$ cat config.mk
export PLATFORM = sky130hd
export DESIGN_NAME = imem_loader
export DESIGN_NICKNAME = d
export VERILOG_FILES = /design/src/rtl/imem_loader.sv
export SDC_FILE = /design/constraint.sdc
export NUM_CORES = 1
export LEC_CHECK = 0
export BUFFER_PORTS_ARGS = -buffer_cell sky130_fd_sc_hd__buf_2
export CAP_MARGIN = 20
export CORE_UTILIZATION = 50
export DETAILED_ROUTE_END_ITERATION = 16
export PLACE_DENSITY_LB_ADDON = 0.12
export RECOVER_POWER = 50
export SLEW_MARGIN = 20
export SYNTH_ARGS = -nofsm -noshare
export SYNTH_HDL_FRONTEND = slang
export SYNTH_SLANG_ARGS = --single-unit
$ cat constraint.sdc
create_clock -name clk_i -period 3 [get_ports clk_i]
set_input_delay 0.6 -clock clk_i [delete_from_list [all_inputs] [get_ports clk_i]]
set_output_delay 0.6 -clock clk_i [all_outputs]
set_load 0.02 [all_outputs]
$ cat src/rtl/imem_loader.sv
// Instruction-memory loader: takes a length-prefixed byte stream, packs big-endian words,
// writes them to sequential addresses and releases cpu_hold once the frame checksum matches.
module imem_loader #(
  parameter int ADDR_W        = 8,
  parameter bit HOLD_AT_RESET = 1'b1
) (
  input  logic              clk_i,
  input  logic              rst_n_i,
  input  logic              start_i,
  input  logic [7:0]        byte_in_i,
  input  logic              byte_valid_i,
  output logic              byte_ready_o,
  output logic              wr_en_o,
  output logic [ADDR_W-1:0] wr_addr_o,
  output logic [31:0]       wr_data_o,
  output logic [ADDR_W:0]   word_count_o,
  output logic              cpu_hold_o,
  output logic              done_o,
  output logic              err_o
);

  // state    | meaning
  // S_IDLE   | waiting for start, nothing loaded yet
  // S_LEN_HI | expecting high byte of word count
  // S_LEN_LO | expecting low byte of word count, range-checked on capture
  // S_DATA   | packing data bytes, one write per 4 bytes
  // S_CHECK  | expecting checksum byte
  // S_DONE   | frame loaded, processor released
  // S_ERROR  | length or checksum failure, processor held
  typedef enum logic [2:0] {
    S_IDLE, S_LEN_HI, S_LEN_LO, S_DATA, S_CHECK, S_DONE, S_ERROR
  } state_t;

  localparam logic [16:0] DEPTH = 17'(1) << ADDR_W;

  state_t              state_q, state_d;
  logic [15:0]         len_q, len_d;
  logic [23:0]         word_q, word_d;
  logic [1:0]          byte_cnt_q, byte_cnt_d;
  logic [7:0]          acc_q, acc_d;
  logic                wr_en_q, wr_en_d;
  logic [ADDR_W-1:0]   wr_addr_q, wr_addr_d;
  logic [31:0]         wr_data_q, wr_data_d;
  logic [ADDR_W:0]     word_count_q, word_count_d;
  logic                cpu_hold_q, cpu_hold_d;
  logic                done_q, done_d;
  logic                err_q, err_d;

  logic                xfer;
  logic [15:0]         len_full;
  logic [16:0]         next_cnt;

  assign byte_ready_o = (state_q == S_LEN_HI) || (state_q == S_LEN_LO) ||
                        (state_q == S_DATA)   || (state_q == S_CHECK);
  assign xfer         = byte_valid_i && byte_ready_o;
  assign len_full     = {len_q[15:8], byte_in_i};
  assign next_cnt     = 17'(word_count_q) + 17'd1;

  always_comb begin
    state_d      = state_q;
    len_d        = len_q;
    word_d       = word_q;
    byte_cnt_d   = byte_cnt_q;
    acc_d        = acc_q;
    wr_en_d      = 1'b0;
    wr_addr_d    = wr_addr_q;
    wr_data_d    = wr_data_q;
    word_count_d = word_count_q;
    cpu_hold_d   = cpu_hold_q;
    done_d       = done_q;
    err_d        = err_q;

    case (state_q)
      S_IDLE, S_DONE, S_ERROR: begin
        if (start_i) begin
          state_d      = S_LEN_HI;
          cpu_hold_d   = 1'b1;
          done_d       = 1'b0;
          err_d        = 1'b0;
          word_count_d = '0;
          acc_d        = '0;
          byte_cnt_d   = '0;
        end
      end
      S_LEN_HI: begin
        if (xfer) begin
          len_d[15:8] = byte_in_i;
          state_d     = S_LEN_LO;
        end
      end
      S_LEN_LO: begin
        if (xfer) begin
          len_d[7:0] = byte_in_i;
          if (len_full == 16'd0) begin
            state_d = S_CHECK;
          end else if ({1'b0, len_full} > DEPTH) begin
            state_d    = S_ERROR;
            err_d      = 1'b1;
            cpu_hold_d = 1'b1;
          end else begin
            state_d = S_DATA;
          end
        end
      end
      S_DATA: begin
        if (xfer) begin
          word_d     = {word_q[15:0], byte_in_i};
          acc_d      = acc_q ^ byte_in_i;
          byte_cnt_d = byte_cnt_q + 2'd1;
          // word_count_q is settled here: the previous write completed at least 3 cycles ago
          if (byte_cnt_q == 2'd3) begin
            wr_en_d      = 1'b1;
            wr_addr_d    = word_count_q[ADDR_W-1:0];
            wr_data_d    = {word_q, byte_in_i};
            word_count_d = word_count_q + (ADDR_W+1)'(1);
            if (next_cnt == {1'b0, len_q}) state_d = S_CHECK;
          end
        end
      end
      S_CHECK: begin
        if (xfer) begin
          if (byte_in_i == acc_q) begin
            state_d    = S_DONE;
            done_d     = 1'b1;
            cpu_hold_d = 1'b0;
          end else begin
            state_d    = S_ERROR;
            err_d      = 1'b1;
            cpu_hold_d = 1'b1;
          end
        end
      end
      default: state_d = S_IDLE;
    endcase
  end

  always_ff @(posedge clk_i or negedge rst_n_i) begin
    if (!rst_n_i) begin
      state_q      <= S_IDLE;
      len_q        <= '0;
      word_q       <= '0;
      byte_cnt_q   <= '0;
      acc_q        <= '0;
      wr_en_q      <= 1'b0;
      wr_addr_q    <= '0;
      wr_data_q    <= '0;
      word_count_q <= '0;
      cpu_hold_q   <= HOLD_AT_RESET;
      done_q       <= 1'b0;
      err_q        <= 1'b0;
    end else begin
      state_q      <= state_d;
      len_q        <= len_d;
      word_q       <= word_d;
      byte_cnt_q   <= byte_cnt_d;
      acc_q        <= acc_d;
      wr_en_q      <= wr_en_d;
      wr_addr_q    <= wr_addr_d;
      wr_data_q    <= wr_data_d;
      word_count_q <= word_count_d;
      cpu_hold_q   <= cpu_hold_d;
      done_q       <= done_d;
      err_q        <= err_d;
    end
  end

  assign wr_en_o      = wr_en_q;
  assign wr_addr_o    = wr_addr_q;
  assign wr_data_o    = wr_data_q;
  assign word_count_o = word_count_q;
  assign cpu_hold_o   = cpu_hold_q;
  assign done_o       = done_q;
  assign err_o        = err_q;

endmodule

==> metrics <==
outcome=finished clean; Skew-Pair Late Insertion Delay=0.37 ns; total of max-cap violations=0; die span in x=99.8 um; wl on met1=4910 um; Final #Nets=511; CTS Buf Count=9; Syn Inst Count=439; RSZ-0062 raised after global routing=no; Final Hold Viols=0; LEAKAGE=2.61 nW; total congestion overflow=0; vias in the first global route=3,430; Syn Area/Cell=10.9 um2; vias post-DR=3,492; Final min period=2.34 ns; critical path arrival=2.60 ns; fin area=5360 um2; Max Freq=428 MHz; XOR/XNOR Fraction of Synth Area=0.0293; Via density=5.53; Min-Delay Path Class=input port to async pin; Gates resized, CTS repair=0; Reg clk slew, reported paths=0.11 ns; CTS Buffer Depth=2; pin count of the biggest net entering global routing=61; most frequent cells in the layout=dfrtp_1, nand2_1, mux2_2; share of post-route cells with drive strength above 1=0.243; FILL cells=825; DRT iter0 DRCs=170; TritonCTS clock tree=done; Initial Utilization=0.518; Routed Antenna Nets=0; DRT Pass-1 Iters=4; Syn. warnings=0; Top Ports=66; Clk Tree Root Cell=clkbuf_8; count of state elements after synthesis=106; setup TNS=0 ns; synthesized cell area=4780 um2; DIE AREA=9960 um2; Port Buffer Count=65; Core Region=9240 um2; P per Cell Area=815 nW/um2; Total Wirelength=10,300 um; Final period util=0.778; Post-synth ARST share=1.00; Compound-Gate Fraction of Synth Area=0.0983; post-synth cell types=54; H-tree levels=3; Layout area overhead=12.0%; mux cell area share after synthesis=0.134; most frequently used flop master after synthesis=dfrtp_1; WP data required=3.27 ns; top layer in use=met4; placed inst area=5210 um2; hold buffers post-CTS=0; antenna violations before repair=0; clk sinks=106; area of the multi-input gates=2010 um2; Final setup viols=0; largest family of logic cells by synthesized area=simple AND/OR/NAND/NOR gates; Die Height=99.8 um; DRC Markers=0; ant diodes=0; mean routed wirelength per cell=16.3 um; gpl congestion=0.863; Syn Nets=453; commonest non-fill, non-tap cell in the layout=dfrtp_1; GRT Util Overall=0.224; # rows=35; largest fanout on the critical path=10; register area=2650 um2; register area share after synthesis=0.555; maximum vdd drop=0.000507 V; simple-gate share of the synthesized area=0.153; type of origin of the critical path=flop; first-pass GRT wire length=17,300 um; Max Clock Skew=0.0137 ns; kind of critical path=flop to flop; met2 WL=4850 um; Post-synth EDFFs=0; worst slew pin tran=1.18 ns; met3 WL=444 um; crit path capture type=flop; Pins Over Slew Limit=0; hpwl dp=6840 um; Post-Synth Adder-Cell Area=0.00523; Post-CTS Setup Bufs=0; Slew HR=0.213
## Yosys cell counts, drive strengths merged, types with 5 or more instances
library cell,count,area (um2)
buf,9,58.8
o31ai,6,45.0
nand3,11,55.1
a21oi,5,25.0
nor2,22,85.1
dfrtp,105,2630
nand2,90,338
xnor2,5,43.8
and3,9,62.6
nor2b,5,31.3
o21ai,39,195
xor2,11,96.3
clkbuf,13,48.8
nor4,6,37.5
mux2,55,619
## cells by family after synthesis
logic type                 Yosys count
buffers and inverters               26
xor gates and xnor gates            16
and+or+nand+nor                    160
AOI/OAI and AO/OA                   72
muxes                               57
adders and majority gates            2
DFF                                106
## critical path, cell delays in order, from the launching register on
cell and delay [ns]:
dfrtp_1 0.55, nand3_1 0.25, a2111oi_0 0.42, o21ai_0 0.23
a2111oi_4 0.41, nand2_1 0.14, o221a_1 0.25
## final timing paths
kind	from	endpoint	slack, ns	cells after the start
min in group clk_i	word_q[20]	word_q[20]	0.49	2
min reg2reg	word_q[20]	word_q[20]	0.49	2
max in group asynchronous	rst_n_i	cpu_hold_o	1.63	2
max	word_count_o[3]	state_q[1]	0.66	6
max reg2reg	word_count_o[3]	state_q[1]	0.66	6
min	rst_n_i	wr_addr_o[7]	0.46	1
## final cells by class
| type | instances | share of cell area |
|---|---|---|
| multi-input combinational | 307 | 0.375 |
| tap | 129 | 0.0301 |
| clock inverter | 6 | 0.0105 |
| sequential | 106 | 0.495 |
| clock buffer | 10 | 0.0238 |
| timing repair buffer | 69 | 0.0624 |
| inverter | 4 | 0.00280 |
## per-stage QoR
step                      utilization  std cells  hold slack (ns)  worst slack (ns)  power, mW
after floorplan                     -        439            0.304             0.935       3.13
after global placement          0.564        615            0.453             0.785       3.52
after detailed placement        0.564        615            0.458             0.734       3.57
after CTS                       0.584        631            0.238             0.678       4.42
after global routing            0.580        631            0.510             0.556       4.68
final                           0.580        631            0.460             0.665       4.37
## sequential cells by signal (all words and copies together) (netlist names)
register      count
word_count_o      9
wr_en_o           1
len_q            16
wr_data_o        32
wr_addr_o         8
err_o             1
word_q           24
done_o            1
cpu_hold_o        1
byte_cnt_q        2
acc_q             8
state_q           3
## where the power goes
part / switching, mW / internal, mW / total, mW
clock network: 0.521 / 0.322 / 0.843
registers: 0.365 / 1.85 / 2.21
logic: 0.747 / 0.565 / 1.31
## metal layers
layer,GRT usage,up-vias
met5,0,-
met2,0.353,108
met3,0.0487,8
met4,0.0600,0
met1,0.315,1730
li1,-,1646
(Power assumes the default switching activity.)
